==> src/rtl/bubble_pkg.sv <==
// Shared definitions for the bubble control protocol: sequencer state encoding, bubble-cycle
// timing constants, counter widths and the 4-bit control codes that the timing generator decodes.
// Code bit order is {nBSS, nBOOTEN, nBSEN, nREPEN}.
package bubble_pkg;

  localparam int unsigned CYCLE_CLKS     = 480;   // MCLK per bubble cycle (10 us at 48 MHz)
  localparam int unsigned SETUP_CLKS     = 96;
  localparam int unsigned BSS_PULSE_CLKS = 48;
  localparam int unsigned REP_PULSE_CLKS = 48;
  localparam int unsigned BOOT_CYCLES    = 4204;  // 98 invalid + 2053*2 valid
  localparam int unsigned PAGE_CYCLES    = 682;   // 98 invalid + 584 valid

  localparam int unsigned CLK_CNT_W = 10;
  localparam int unsigned CYC_CNT_W = 13;

  localparam logic [3:0] ACC_STBY = 4'b0011;
  localparam logic [3:0] ACC_BOOT = 4'b1001;
  localparam logic [3:0] ACC_IDLE = 4'b0111;
  localparam logic [3:0] ACC_USER = 4'b1100;

  typedef enum logic [3:0] {
    StIdle,
    StSetup,
    StBss,
    StGap,
    StBsen,
    StSeek,
    StRep,
    StHold,
    StRel
  } seq_state_e;

endpackage

==> src/rtl/bubble_cycle_counter.sv <==
// Bubble timing counter: an MCLK-within-cycle counter that wraps at CycleClks-1 and carries into
// a bubble-cycle counter.
//  MCLK, nRESET : clock, asynchronous active-low reset
//  clear_i      : synchronous clear of both counters (wins over en_i)
//  en_i         : count enable
//  target_i     : bubble-cycle count to reach
//  clk_cnt_o    : MCLK-within-cycle count, also used by the sequencer for short waits
//  tc_o         : high in the MCLK whose closing edge completes target_i whole bubble cycles
module bubble_cycle_counter #(
  parameter int unsigned CycleClks = bubble_pkg::CYCLE_CLKS
) (
  input  logic                             MCLK,
  input  logic                             nRESET,
  input  logic                             clear_i,
  input  logic                             en_i,
  input  logic [bubble_pkg::CYC_CNT_W-1:0] target_i,
  output logic [bubble_pkg::CLK_CNT_W-1:0] clk_cnt_o,
  output logic                             tc_o
);
  import bubble_pkg::*;

  localparam logic [CLK_CNT_W-1:0] ClkLast = CLK_CNT_W'(CycleClks - 1);

  logic [CLK_CNT_W-1:0] clk_cnt_q;
  logic [CYC_CNT_W-1:0] cyc_cnt_q;

  always_ff @(posedge MCLK or negedge nRESET) begin
    if (!nRESET) begin
      clk_cnt_q <= '0;
      cyc_cnt_q <= '0;
    end else if (clear_i) begin
      clk_cnt_q <= '0;
      cyc_cnt_q <= '0;
    end else if (en_i) begin
      if (clk_cnt_q == ClkLast) begin
        clk_cnt_q <= '0;
        cyc_cnt_q <= cyc_cnt_q + CYC_CNT_W'(1);
      end else begin
        clk_cnt_q <= clk_cnt_q + CLK_CNT_W'(1);
      end
    end
  end

  assign clk_cnt_o = clk_cnt_q;
  // Fires one MCLK early so the registered control edge lands exactly on the cycle boundary.
  assign tc_o = en_i && (clk_cnt_q == ClkLast) && ((cyc_cnt_q + CYC_CNT_W'(1)) == target_i);

endmodule

==> src/rtl/bubble_host_sequencer.sv <==
// Host-side bubble control sequencer. A one-MCLK boot or page request starts a timed sequence on
// the nINCTRL/nBSS/nBSEN/nREPEN/nBOOTEN lines; every output is registered.
//  MCLK, nRESET      : master clock, asynchronous active-low reset
//  REQ_BOOT/REQ_PAGE : start strobes (boot wins when both are high)
//  SEEK_CYCLES       : bubble cycles from nBSEN fall to nREPEN fall, latched on accept
//  ABORT             : level, ends an active sequence through the release gap
//  nINCTRL, nBSS, nBSEN, nREPEN, nBOOTEN : active-low bubble controls
//  BUSY              : accept until return to idle
//  DONE              : one-MCLK pulse at completion or after an abort
module bubble_host_sequencer #(
  parameter int unsigned CYCLE_CLKS     = bubble_pkg::CYCLE_CLKS,
  parameter int unsigned SETUP_CLKS     = bubble_pkg::SETUP_CLKS,
  parameter int unsigned BSS_PULSE_CLKS = bubble_pkg::BSS_PULSE_CLKS,
  parameter int unsigned REP_PULSE_CLKS = bubble_pkg::REP_PULSE_CLKS,
  parameter int unsigned BOOT_CYCLES    = bubble_pkg::BOOT_CYCLES,
  parameter int unsigned PAGE_CYCLES    = bubble_pkg::PAGE_CYCLES
) (
  input  logic        MCLK,
  input  logic        nRESET,
  input  logic        REQ_BOOT,
  input  logic        REQ_PAGE,
  input  logic [11:0] SEEK_CYCLES,
  input  logic        ABORT,
  output logic        nINCTRL,
  output logic        nBSS,
  output logic        nBSEN,
  output logic        nREPEN,
  output logic        nBOOTEN,
  output logic        BUSY,
  output logic        DONE
);
  import bubble_pkg::*;

  localparam logic [CLK_CNT_W-1:0] SetupLast = CLK_CNT_W'(SETUP_CLKS - 1);
  localparam logic [CLK_CNT_W-1:0] BssLast   = CLK_CNT_W'(BSS_PULSE_CLKS - 1);
  localparam logic [CLK_CNT_W-1:0] RepLast   = CLK_CNT_W'(REP_PULSE_CLKS - 1);
  localparam logic [CYC_CNT_W-1:0] BootTgt   = CYC_CNT_W'(BOOT_CYCLES);
  localparam logic [CYC_CNT_W-1:0] PageTgt   = CYC_CNT_W'(PAGE_CYCLES);

  seq_state_e           state_q;
  logic                 boot_q;
  logic [11:0]          seek_q;

  logic [CLK_CNT_W-1:0] clk_cnt;
  logic [CLK_CNT_W-1:0] wait_last;
  logic [CYC_CNT_W-1:0] target;
  logic                 wait_done;
  logic                 tc;
  logic                 abort_hit;
  logic                 cnt_clear;

  assign abort_hit = ABORT && (state_q != StIdle) && (state_q != StRel);

  always_comb begin
    wait_last = SetupLast;
    case (state_q)
      StBss:   wait_last = BssLast;
      StRep:   wait_last = RepLast;
      default: wait_last = SetupLast;
    endcase
  end

  assign wait_done = (clk_cnt == wait_last);
  assign target    = (state_q == StHold) ? (boot_q ? BootTgt : PageTgt) : {1'b0, seek_q};

  // Counter restarts on entry to every timed phase. The BSEN->HOLD (boot) and BSEN->SEEK (page)
  // hops keep counting so bubble cycles are measured from the nBSEN fall itself.
  always_comb begin
    cnt_clear = 1'b0;
    case (state_q)
      StIdle:                              cnt_clear = 1'b1;
      StSetup, StBss, StGap, StRep, StRel: cnt_clear = wait_done;
      StBsen:                              cnt_clear = !boot_q && (seek_q == '0);
      StSeek, StHold:                      cnt_clear = tc;
      default:                             cnt_clear = 1'b1;
    endcase
    if (abort_hit) cnt_clear = 1'b1;
  end

  bubble_cycle_counter #(
    .CycleClks (CYCLE_CLKS)
  ) u_counter (
    .MCLK      (MCLK),
    .nRESET    (nRESET),
    .clear_i   (cnt_clear),
    .en_i      (1'b1),
    .target_i  (target),
    .clk_cnt_o (clk_cnt),
    .tc_o      (tc)
  );

  always_ff @(posedge MCLK or negedge nRESET) begin
    if (!nRESET) begin
      state_q <= StIdle;
      boot_q  <= 1'b0;
      seek_q  <= '0;
      nINCTRL <= 1'b1;
      nBSS    <= 1'b1;
      nBSEN   <= 1'b1;
      nREPEN  <= 1'b1;
      nBOOTEN <= 1'b1;
      BUSY    <= 1'b0;
      DONE    <= 1'b0;
    end else begin
      DONE <= 1'b0;
      if (abort_hit) begin
        nBSS    <= 1'b1;
        nBSEN   <= 1'b1;
        nREPEN  <= 1'b1;
        state_q <= StRel;
      end else begin
        unique case (state_q)
          StIdle: begin
            // A held ABORT also blocks a new accept.
            if (!ABORT && (REQ_BOOT || REQ_PAGE)) begin
              state_q <= StSetup;
              boot_q  <= REQ_BOOT;
              seek_q  <= SEEK_CYCLES;
              nINCTRL <= 1'b0;
              nBOOTEN <= !REQ_BOOT;
              BUSY    <= 1'b1;
            end
          end
          StSetup: if (wait_done) begin
            nBSS    <= 1'b0;
            state_q <= StBss;
          end
          StBss: if (wait_done) begin
            nBSS    <= 1'b1;
            state_q <= StGap;
          end
          StGap: if (wait_done) begin
            nBSEN   <= 1'b0;
            state_q <= StBsen;
          end
          StBsen: begin
            if (boot_q) begin
              state_q <= StHold;
            end else if (seek_q == '0) begin
              nREPEN  <= 1'b0;
              state_q <= StRep;
            end else begin
              state_q <= StSeek;
            end
          end
          StSeek: if (tc) begin
            nREPEN  <= 1'b0;
            state_q <= StRep;
          end
          StRep: if (wait_done) begin
            nREPEN  <= 1'b1;
            state_q <= StHold;
          end
          StHold: if (tc) begin
            nBSEN   <= 1'b1;
            state_q <= StRel;
          end
          StRel: if (wait_done) begin
            nINCTRL <= 1'b1;
            nBOOTEN <= 1'b1;
            BUSY    <= 1'b0;
            DONE    <= 1'b1;
            state_q <= StIdle;
          end
          default: state_q <= StIdle;
        endcase
      end
    end
  end

endmodule

==> config.mk <==
export PLATFORM = sky130hd
export DESIGN_NAME = bubble_host_sequencer
export DESIGN_NICKNAME = d
export VERILOG_FILES = /design/src/rtl/bubble_pkg.sv /design/src/rtl/bubble_cycle_counter.sv /design/src/rtl/bubble_host_sequencer.sv
export SDC_FILE = /design/constraint.sdc
export NUM_CORES = 1
export LEC_CHECK = 0
export CORE_ASPECT_RATIO = 1.2
export CORE_UTILIZATION = 35
export DETAILED_ROUTE_END_ITERATION = 8
export SYNTH_ARGS = -nofsm -noshare
export SYNTH_HDL_FRONTEND = slang
export SYNTH_HIERARCHICAL = 1
export SYNTH_SLANG_ARGS = --single-unit
==> constraint.sdc <==
create_clock -name MCLK -period 4.3 [get_ports MCLK]
set_clock_uncertainty 0.15 [all_clocks]
set_input_delay 0.86 -clock MCLK [delete_from_list [all_inputs] [get_ports MCLK]]
set_output_delay 0.86 -clock MCLK [all_outputs]
set_load 0.01 [all_outputs]
# Word level (Yosys, flattened, before mapping)
# Index checks and enable logic that the tools add are counted.
[classes] n_mux=42 addsub=2 n_reduce_logical=26 n_bitwise=1 n_eq_ne=24
[ops] op="13-bit two-way mux" n=4
[ops] op="4-bit two-way mux" n=9
[ops] op="4-bit case mux with 9 select lines" n=1
[ops] op="3-bit inequality test (second input constant)" n=10
[ops] op="10-bit two-way mux" n=2
[ops] op="4-bit by 3-bit == test with 1-bit output (second input constant)" n=4
[ops] op="1-bit two-way mux" n=16
[ops] op="13-bit by 1-bit adder with 13-bit output (second input constant)" n=1
[ops] op="13-bit == test" n=1
[ops] op="12-bit zero test" n=1
[ops] op="10-bit by 1-bit adder with 10-bit output (second input constant)" n=1
[ops] op="10-bit == test" n=1
[ops] op="10-bit by 9-bit == test with 1-bit output (second input constant)" n=1
[ops] op="1-bit case mux with 2 select lines" n=5
[ops] op="3-bit AND reduction" n=3
[ops] op="4-bit by 2-bit == test with 1-bit output (second input constant)" n=2
[ops] op="8-bit AND reduction" n=1
[ops] op="4-bit nonzero test" n=2
[ops] op="7-bit two-way mux" n=1
[ops] op="1-bit case mux with 3 select lines" n=2
[ops] op="3-bit nonzero test" n=2
[ops] op="1-bit logical AND" n=5
[ops] op="5-bit AND reduction" n=1
[ops] op="5-bit OR reduction" n=1
[ops] op="other kinds (12)" n=18
[word_totals] ff_bits=47 out_inout_bits=7

# Depth between registers and ports, before layout
# Gate-level depths: netlist of run 1.
[depth] depth_word=7 mapped_depth=22

# Hierarchy
# Netlist of run 1, hierarchy kept.
[modules_own_cells] module="bubble_cycle_counter" instances=1 area_each_um2=1549.0 cells_per_inst=175 seq_area_each_um2=575.6
[modules_own_cells] module="bubble_host_sequencer" instances=1 area_each_um2=1500.2 cells_per_inst=154 seq_area_each_um2=606.8

# Worst setup path after synthesis of run 1
# OpenSTA, ideal clock, no wires.
[synth_timing] path_kind="register -> register" startpoint="register state_q[3]" endpoint="register state_q[1]" stages_incl_launch_ff=17 setup_ns=0.125 arrival_time_ns=3.233 setup_slack_ns=0.793 period_less_slack_ns=3.507 path_cell_list="dfrtp_1 buf_6 clkbuf_1 nor2_1 nand3_1 clkbuf_1 nand2_1 nand2_1 o21ba_2 a22oi_1 o32ai_1 nor4_1 o2111a_1 nor2_1 o31a_1 a211oi_4 mux2_2"
[synth_between] elab_chain_len=6
[synth_lines] element="from (decl)" line_no="bubble_host_sequencer.sv:40" rtl="seq_state_e state_q;"
[synth_lines] element="from (signal assigned)" line_no="bubble_host_sequencer.sv:94" rtl="state_q <= StIdle;"
[synth_lines] element="from (signal assigned)" line_no="bubble_host_sequencer.sv:110" rtl="state_q <= StRel;"
[synth_lines] element="from (signal assigned)" line_no="bubble_host_sequencer.sv:116" rtl="state_q <= StSetup;"
[synth_lines] element="4-bit by 3-bit == test with 1-bit output (*)" line_no="bubble_host_sequencer.sv:64" rtl="assign target = (state_q == StHold) ? (boot_q ? BootTgt : PageTgt) : {1'b0, seek_q};"
[synth_lines] element="13-bit two-way mux (*)" line_no="bubble_host_sequencer.sv:64"
[synth_lines] element="named net target[2]" line_no="bubble_host_sequencer.sv:46" rtl="logic [CYC_CNT_W-1:0] target;"
[synth_lines] element="13-bit == test (*)" line_no="bubble_cycle_counter.sv:46" rtl="assign tc_o = en_i && (clk_cnt_q == ClkLast) && ((cyc_cnt_q + CYC_CNT_W'(1)) == target_i);"
[synth_lines] element="1-bit logical AND (*)" line_no="bubble_cycle_counter.sv:46"
[synth_lines] element="named net tc" line_no="bubble_host_sequencer.sv:48" rtl="logic tc;"
[synth_lines] element="3-bit inequality test (no source line)"
[synth_lines] element="8-bit AND reduction (no source line) (*)"
# The timed path passes the listed nets; every way through them passes the cells marked *.
# A chain may end at the register's enable or synchronous reset.

# Worst setup path in the final report of run 1
[layout_timing] startpoint="register state_q[2]" endpoint="register state_q[1]"
# The elaborated chain is that of the path after synthesis.

==> results of run 1 <==
-- registers in the layout (all words and copies together) (netlist names) --
register and count:
nBSS 1, BUSY 1, nREPEN 1, u_counter/clk_cnt_o 10
nBSEN 1, state_q 4, DONE 1, nBOOTEN 1
boot_q 1, nINCTRL 1, seek_q 12, u_counter/cyc_cnt_q 13
-- cell usage after synthesis (4+ instances only) --
cell type,instances
dfrtp_1,42
nor2_1,33
nand2_1,26
xor2_1,25
nand3_1,18
mux2_2,13
o21ai_0,13
nor3_1,12
clkbuf_1,11
inv_1,10
xnor2_1,10
nand2b_1,8
and2_1,7
buf_2,7
a21oi_1,5
dfstp_2,5
a21o_1,4
a31oi_1,4
and4_1,4
mux2i_1,4
nand4_1,4
or4_1,4
-- worst max-delay path: stages, from the launching register on --
cell,delay [ns]
dfrtp_1,0.51
inv_1,0.10
nor2_1,0.16
nand3_1,0.32
nor2_1,0.28
a21o_1,0.13
xor2_1,0.18
and4_1,0.21
o22ai_1,0.08
nor4_1,0.18
o2111a_1,0.39
nor2_1,0.08
o31a_1,0.30
a211oi_4,0.28
mux2_2,0.37
-- routing by layer --
layer	up-vias	wire, um	global-route usage, %
li1	1200	-	-
met1	1194	3070	21.0
met2	49	3290	25.9
met3	10	192	2.62
met4	0	117	7.26
met5	-	0	0
-- cells by family after synthesis --
family | after synthesis | synth area share [%]
buffers and inverters | 30 | 4.35
muxes | 18 | 6.48
DFF | 47 | 38.8
xor gates and xnor gates | 35 | 10.1
adders and majority gates | 2 | 0.821
and+or+nand+nor | 141 | 25.9
AOI/OAI and AO/OA | 55 | 13.5
other | 1 | 0.123
-- cell type report --
class	count	share of cell area, %
Clock inverter	1	0.216
Timing Repair Buffer	30	7.99
Sequential cell	47	34.0
Inverter	10	1.08
Multi-Input combinational cell	252	49.9
Clock buffer	7	2.77
Tap cell	114	4.10
-- report_power, final --
group,leakage (nW),internal (mW),switching (mW)
sequential,0.602,0.546,0.0783
clock,0.0505,0.147,0.154
combinational,0.768,0.311,0.372
total,1.42,1.00,0.605
-- worst paths after layout --
| check | endpoint | slack [ns] |
|---|---|---|
| worst min register to register | nBSS$_DFFE_PN1P_ | 0.38 |
| worst max register to register | state_q[1]$_DFFE_PN0P_ | 0.46 |
| worst min-delay path | nBSS$_DFFE_PN1P_ | 0.38 |
| worst max-delay path | state_q[1]$_DFFE_PN0P_ | 0.46 |
| max in group asynchronous | u_counter/cyc_cnt_q[3]$_DFFE_PN0P_ | 2.76 |
| min in group asynchronous | state_q[3]$_DFFE_PN0P_ | 0.59 |
==> run_results.csv, run 1 <==
group,metric,value,unit
status,status,"completed",
global_routing,gr-total-overflow,0,
timing,max_freq,261,MHz
detailed_routing,drt-total-wl,6670,um
floorplan,die_w,87.2,um
yosys,synth.cell_area,3050,um2
cts,clock-sinks,47,
yosys,seq_area_frac_synth,38.8,%
cts,htreeDepth,2,
power,vdd_ir_drop_max,0.000239,V
final_layout,drive_gt1_share,13.0,%
yosys,yosysWarnings,6,
cts,cts-buffers-inserted,5,
global_routing,grt_max_degree,48,
placed_design,gp_congestion,0.843,
final_layout,fin_cells,461,
final_layout,layout_commonest_cell,"dfrtp_1",
detailed_routing,num_vias,2453,
final_layout,regArea,1180,um2
cts,root_buffer,"clkbuf_8",
cts,ctsLongestPathBuffers,2,
timing,final.setup.worst_slack,0.464,ns
floorplan,coreArea,8290,um2
cts,cts.clk_slew.worst_paths,0.09,ns
cts,post_cts_resized,0,
worst_setup_path,cp.arrival,3.88,ns
detailed_routing,remaining_drc_errors,0,
placed_design,dp_cells,453,
worst_setup_path,r2r_cells,14,
timing,final-setup-viol-count,0,
floorplan,start_util,36.8,%
final_layout,n_fill_cell,845,
cts,hold_buffers,0,
final_layout,multi_input_area,1730,um2
floorplan,std_cell_rows,36,
detailed_routing,ant_nets,0,
detailed_routing,drt_pass1_iterations,4,
timing,worstMarginPinSlew,1.05,ns
timing,layout_min_cycle_time,3.84,ns
power,fin_total_pwr,1.61,mW
placed_design,io_buffers,23,
global_routing,antenna_found_initial,0,
worst_setup_path,crit_start,"state_q[2]$_DFFE_PN0P_",
yosys,yosys.cell_types.count,65,
global_routing,grt_pass1_wl,11700,um
final_layout,layout_common_cells,"dfrtp_1 (42), nor2_1 (33), nand2_1 (26)",
yosys,async_flop_share,100,%
yosys,yosys_register_bits,47,
worst_setup_path,crit_type,"reg2reg",
cts,worstSkewPairLatency,0.30,ns
yosys,ys_top_cells_by_area,"dfrtp_1 (34%), xor2_1 (7.2%), mux2_2 (4.8%), dfstp_2 (4.3%), nor2_1 (4.1%)",
final_layout,final_util,42.0,%
hold_path,hp-class,"reg2reg",
floorplan,die_y,104,um
timing,drv_slew,0,
power,powerDensity,462,nW/um2
placed_design,place_area,3370,um2
timing,relSlewSlack,30.3,%
worst_setup_path,cp_max_fo,13,
global_routing,grt_use_total,16.1,%
detailed_routing,vias_per_cell,5.32,
yosys,synth_top_cell_by_area,"dfrtp_1",
detailed_routing,wl_per_cell,14.5,um
worst_setup_path,r2r_start,"state_q[2]$_DFFE_PN0P_",
placed_design,place_hpwl,4820,um
yosys,synth_top_flop_cell,"dfrtp_1",
timing,rsz0062_at_grt,"false",
hold_path,min_from,"nBSS$_DFFE_PN1P_",
timing,period_share,89.2,%
timing,setup_tns,0,ns
yosys,synth_cells,329,
timing,hold-worst-slack,0.380,ns
yosys,synth_nets,348,
hold_path,hold_depth,2,
worst_setup_path,required,4.35,ns
final_layout,finish.net_count,365,
worst_setup_path,start_kind,"register",
floorplan,die-area,9090,um2
floorplan,boundaryPins,24,
global_routing,grt_pass1_vias,2444,
placed_design,pre_cts_ws,0.525,ns
final_layout,fin_area,3480,um2
worst_setup_path,end_kind,"register",
timing,finalHoldViolations,0,
detailed_routing,drt_iter0_drc,99,
yosys,netlist.area_leader.share,34.5,%
final_layout,antenna_cells,0,
cts,cts_tree,"done",
final_layout,area_delta_synth_final,14.1,%
yosys,synth_edf_count,0,
yosys,synth_area_per_cell,9.27,um2
flow_run,maxCapViolCount,0,
power,p_leak,1.42,nW
cts,cts_setup_buffers,0,
No activity file was read; power rests on OpenSTA's default activity.
==> run 2: changes to the inputs <==
clock period = 3.4 ns   (was 4.3 ns; I/O delays follow)
==> run_results.csv, run 2 (same netlist as run 1, synthesis figures left out) <==
group,metric,value,unit
floorplan,die-area,9090,um2
worst_setup_path,cp_num_buf_inv,1,
timing,drv_slew,0,
detailed_routing,drt_pass1_iterations,4,
final_layout,n_fill_cell,820,
final_layout,largest_register_ffs,13,
timing,period_share,96.1,%
worst_setup_path,cp.arrival,3.32,ns
cts,root_buffer,"clkbuf_8",
final_layout,layout_commonest_cell,"dfrtp_1",
global_routing,gr-total-overflow,0,
cts,cts_tree,"done",
cts,htreeDepth,2,
floorplan,start_util,36.8,%
placed_design,pre_cts_ws,0.121,ns
cts,cts-buffers-inserted,5,
detailed_routing,wl_per_cell,14.5,um
worst_setup_path,start_kind,"register",
final_layout,layout_common_cells,"dfrtp_1 (42), nor2_1 (31), nand2_1 (25)",
final_layout,antenna_cells,0,
placed_design,io_buffers,23,
cts,clock-sinks,47,
timing,final.setup.worst_slack,0.132,ns
power,fin_total_pwr,2.08,mW
floorplan,coreArea,8290,um2
worst_setup_path,crit_type,"reg2reg",
final_layout,drive_gt1_share,18.1,%
global_routing,antenna_found_initial,0,
hold_path,hp-class,"reg2reg",
floorplan,die_y,104,um
timing,hold-worst-slack,0.382,ns
detailed_routing,drt-total-wl,6770,um
detailed_routing,ant_nets,0,
power,powerDensity,581,nW/um2
flow_run,maxCapViolCount,0,
placed_design,place_hpwl,4780,um
power,vdd_ir_drop_max,0.000276,V
cts,worstSkewPairLatency,0.30,ns
timing,rsz0062_at_grt,"true",
timing,worstMarginPinSlew,1.07,ns
placed_design,dp_cells,457,
worst_setup_path,crit_family,"compound AO/OA/AOI/OAI gates",
floorplan,die_w,87.2,um
global_routing,grt_max_degree,48,
cts,ctsLongestPathBuffers,2,
final_layout,fin_cells,467,
final_layout,regMostFlops,"u_counter/cyc_cnt_q",
worst_setup_path,critical_path.max_stage_delay,0.42,ns
final_layout,finish.net_count,371,
floorplan,std_cell_rows,36,
worst_setup_path,cp_max_fo,4,
timing,layout_min_cycle_time,3.27,ns
worst_setup_path,end_kind,"register",
detailed_routing,vias_per_cell,5.36,
worst_setup_path,cp_cell_sequence,"nand2b_4 -> or3_4 -> nand2_2 -> o21ba_2 -> a22oi_2 -> o32ai_2 -> nor4_2 -> o2111a_2 -> buf_4 -> a211o_1 -> a21oi_2 -> a211oi_4 -> mux2_2",
detailed_routing,drt_iter0_drc,114,
timing,finalHoldViolations,0,
cts,cts.clk_slew.worst_paths,0.10,ns
placed_design,gp_congestion,0.867,
status,status,"completed",
final_layout,area_delta_synth_final,17.7,%
global_routing,grt_pass1_wl,11800,um
cts,hold_buffers,0,
detailed_routing,num_vias,2502,
detailed_routing,remaining_drc_errors,0,
timing,final-setup-viol-count,0,
global_routing,grt_use_total,16.1,%
timing,relSlewSlack,28.9,%
timing,max_freq,306,MHz
floorplan,boundaryPins,24,
worst_setup_path,cp_slowest_cell,"dfrtp_1",
power,p_leak,1.45,nW
global_routing,grt_pass1_vias,2414,
worst_setup_path,required,3.45,ns
run 2: cell count changes in the layout (fill, tap and decap cells not counted), moves of 2 or more:
cell      change
nor2_1        -2
a21oi_2       +2
a21oi_1       -2
nor2_2        +2
buf_4         +4
clkbuf_8      -2
clkbuf_1      +2
run 2: final timing paths:
path,end,cells past startpoint,slack (ns),start
max,state_q[1]$_DFFE_PN0P_,13,0.13,state_q[3]$_DFFE_PN0P_
min,seek_q[3]$_DFFE_PN0P_,1,0.38,seek_q[3]$_DFFE_PN0P_
max reg2reg,state_q[1]$_DFFE_PN0P_,13,0.13,state_q[3]$_DFFE_PN0P_
min reg2reg,seek_q[3]$_DFFE_PN0P_,1,0.38,seek_q[3]$_DFFE_PN0P_
max in group asynchronous,u_counter/cyc_cnt_q[6]$_DFFE_PN0P_,1,2.02,nRESET
min in group asynchronous,seek_q[8]$_DFFE_PN0P_,1,0.42,nRESET
run 2: area by class of cell:
| class | instances | area [um2] | area share [%] |
|---|---|---|---|
| clock buffer | 7 | 76.3 | 2.13 |
| inverter | 10 | 37.5 | 1.05 |
| timing repair buffer | 36 | 339 | 9.45 |
| clock inverter | 1 | 5.00 | 0.139 |
| sequential | 47 | 1180 | 32.9 |
| tap | 114 | 143 | 3.97 |
| multi-input combinational | 252 | 1810 | 50.3 |
run 2: worst reg2reg max path: cells and delay by family (launching register included):
kind / cells / cell delay, ns
DFF: 1 / 0.42
muxes: 1 / 0.35
buffers and inverters: 1 / 0.13
and+or+nand+nor: 4 / 0.90
AOI/OAI and AO/OA: 7 / 1.20
run 2: power breakdown:
group          total (mW)  internal [mW]  switching [mW]
Combinational       0.957          0.451           0.506
Sequential          0.795          0.691           0.104
Clock               0.332          0.145           0.187
Total                2.08           1.29           0.797
run 2: stage by stage:
stage                     instance area, um2  util (%)  setup TNS, ns
after detailed placement                3420      41.2              0
after global routing                    3590      43.3        -0.0466
after floorplan                         3050         -              0
after global placement                  3420      41.2              0
final                                   3590      43.3              0
after CTS                               3500      42.2              0
run 2: timing repair:
action                     in CTS  in global routing
gates resized for setup         0                 16
setup buffers                   0                  2
setup endpoints to repair       0                  6
run 2: layer usage:
layer | GRT usage, % | wire (um) | vias up
met2 | 26.2 | 3360 | 55
met3 | 2.78 | 214 | 10
met4 | 5.04 | 110 | 0
li1 | - | - | 1212
met1 | 21.6 | 3090 | 1225
met5 | 0 | 0 | -
==> run 3: changes to the inputs <==
ABC_CLOCK_PERIOD_IN_PS = 3400   (was default)
CORE_MARGIN = 8   (was default)
CTS_CLUSTER_SIZE = 40   (was default)
==> run_results.csv, run 3 (same netlist as run 1, synthesis figures left out) <==
group,metric,value,unit
status,status,"completed",
worst_setup_path,required,3.45,ns
power,fin_total_pwr,2.14,mW
floorplan,boundaryPins,24,
power,vdd_ir_drop_max,0.000289,V
timing,period_share,96.1,%
worst_setup_path,cp_max_fo,5,
cts,cts_tree,"done",
cts,ctsLongestPathBuffers,2,
worst_setup_path,start_kind,"register",
floorplan,start_util,35.8,%
timing,layout_min_cycle_time,3.27,ns
final_layout,regMostFlops,"u_counter/cyc_cnt_q",
cts,root_buffer,"clkbuf_8",
placed_design,place_area,3420,um2
floorplan,coreArea,8520,um2
power,powerDensity,584,nW/um2
flow_run,maxCapViolCount,0,
timing,relSlewSlack,30.5,%
global_routing,antenna_found_initial,0,
floorplan,die_y,118,um
final_layout,fin_area,3660,um2
detailed_routing,num_vias,2509,
global_routing,grt_use_total,12.4,%
timing,final-setup-viol-count,0,
detailed_routing,wl_met3,169,um
detailed_routing,drt_pass1_iterations,4,
final_layout,drive_gt1_share,19.6,%
final_layout,antenna_cells,0,
timing,finalHoldViolations,0,
detailed_routing,drt_iter0_drc,92,
detailed_routing,ant_nets,0,
worst_setup_path,crit_type,"reg2reg",
timing,worstMarginPinSlew,1.04,ns
detailed_routing,remaining_drc_errors,0,
detailed_routing,wl_per_cell,15.1,um
final_layout,layout_commonest_cell,"dfrtp_1",
cts,htreeDepth,2,
global_routing,gr-total-overflow,0,
global_routing,grt_pass1_wl,12300,um
worst_setup_path,cp.arrival,3.31,ns
detailed_routing,wl_met2,3720,um
cts,cts.clk_slew.worst_paths,0.10,ns
placed_design,place_hpwl,5130,um
final_layout,largest_register_ffs,13,
floorplan,die_w,101,um
worst_setup_path,end_kind,"register",
global_routing,grt_pass1_vias,2536,
detailed_routing,drt-met1-wl,3190,um
cts,worstSkewPairLatency,0.30,ns
detailed_routing,routed.top_layer,"met4",
cts,clock-sinks,47,
timing,drv_slew,0,
floorplan,std_cell_rows,37,
detailed_routing,vias_per_cell,5.28,
final_layout,finish.net_count,376,
floorplan,die-area,12000,um2
timing,max_freq,306,MHz
power,p_leak,1.48,nW
placed_design,dp_cells,462,
final_layout,final_util,43.0,%
final_layout,fin_cells,475,
placed_design,gp_congestion,0.882,
cts,cts-buffers-inserted,5,
final_layout,n_fill_cell,848,
cts,hold_buffers,0,
hold_path,hp-class,"reg2reg",
final_layout,layout_common_cells,"dfrtp_1 (42), nor2_1 (30), nand2_1 (26)",
global_routing,grt_max_degree,48,
timing,rsz0062_at_grt,"true",
final_layout,area_delta_synth_final,20.1,%
detailed_routing,drt-total-wl,7160,um
placed_design,io_buffers,23,
-- run 3: final timing paths --
| path | cells after the start | startpoint | endpoint | slack (ns) |
|---|---|---|---|---|
| min in group asynchronous | 1 | nRESET | seek_q[2]$_DFFE_PN0P_ | 0.41 |
| max in group asynchronous | 1 | nRESET | u_counter/cyc_cnt_q[3]$_DFFE_PN0P_ | 2.05 |
| setup reg to reg | 14 | state_q[2]$_DFFE_PN0P_ | state_q[1]$_DFFE_PN0P_ | 0.13 |
| hold reg to reg | 2 | nBSS$_DFFE_PN1P_ | nBSS$_DFFE_PN1P_ | 0.38 |
| hold / removal | 2 | nBSS$_DFFE_PN1P_ | nBSS$_DFFE_PN1P_ | 0.38 |
| setup / recovery | 14 | state_q[2]$_DFFE_PN0P_ | state_q[1]$_DFFE_PN0P_ | 0.13 |
-- run 3: per-layer routing --
layer | track usage [%] | vias up
met1 | 15.5 | 1235
met5 | 0 | -
met2 | 21.2 | 39
met3 | 1.70 | 7
met4 | 3.92 | 0
li1 | - | 1228
-- run 3: worst max-delay path, stage by stage, from the launching register on --
cell and delay [ns]:
dfrtp_1 0.44, inv_2 0.08, nor2_4 0.13, nand3_4 0.11
buf_6 0.15, and2_4 0.15, xor2_1 0.18, and4_1 0.22
o22ai_1 0.07, nor4_1 0.26, o2111a_2 0.31, nor2_2 0.05
o31a_1 0.29, a211oi_4 0.20, mux2_2 0.35
-- run 3: through the flow --
stage          TNS, ns  setup slack (ns)  hold slack [ns]
6_report             0             0.134            0.377
5_1_grt         -0.192           -0.0628            0.403
4_1_cts              0             0.112            0.387
3_5_place_dp         0             0.141            0.374
3_3_place_gp         0             0.206            0.366
2_1_floorplan        0            0.0283            0.234
-- run 3: area by class of cell --
class,instances,area [um2],area share [%]
tap,117,146,4.00
multi-input combinational,252,1820,49.7
sequential,47,1180,32.3
clock buffer,7,86.3,2.36
clock inverter,1,8.76,0.239
timing repair buffer,41,380,10.4
inverter,10,37.5,1.03
-- run 3: repair_timing --
item	CTS	global route
setup buffers	0	5
resized for setup	0	24
setup endpoints to repair	0	29
-- run 3: report_power, final --
group          leakage, nW  internal [mW]  switching, mW
sequential           0.602          0.691          0.113
combinational        0.833          0.467          0.512
clock               0.0484          0.167          0.190
total                 1.48           1.32          0.814
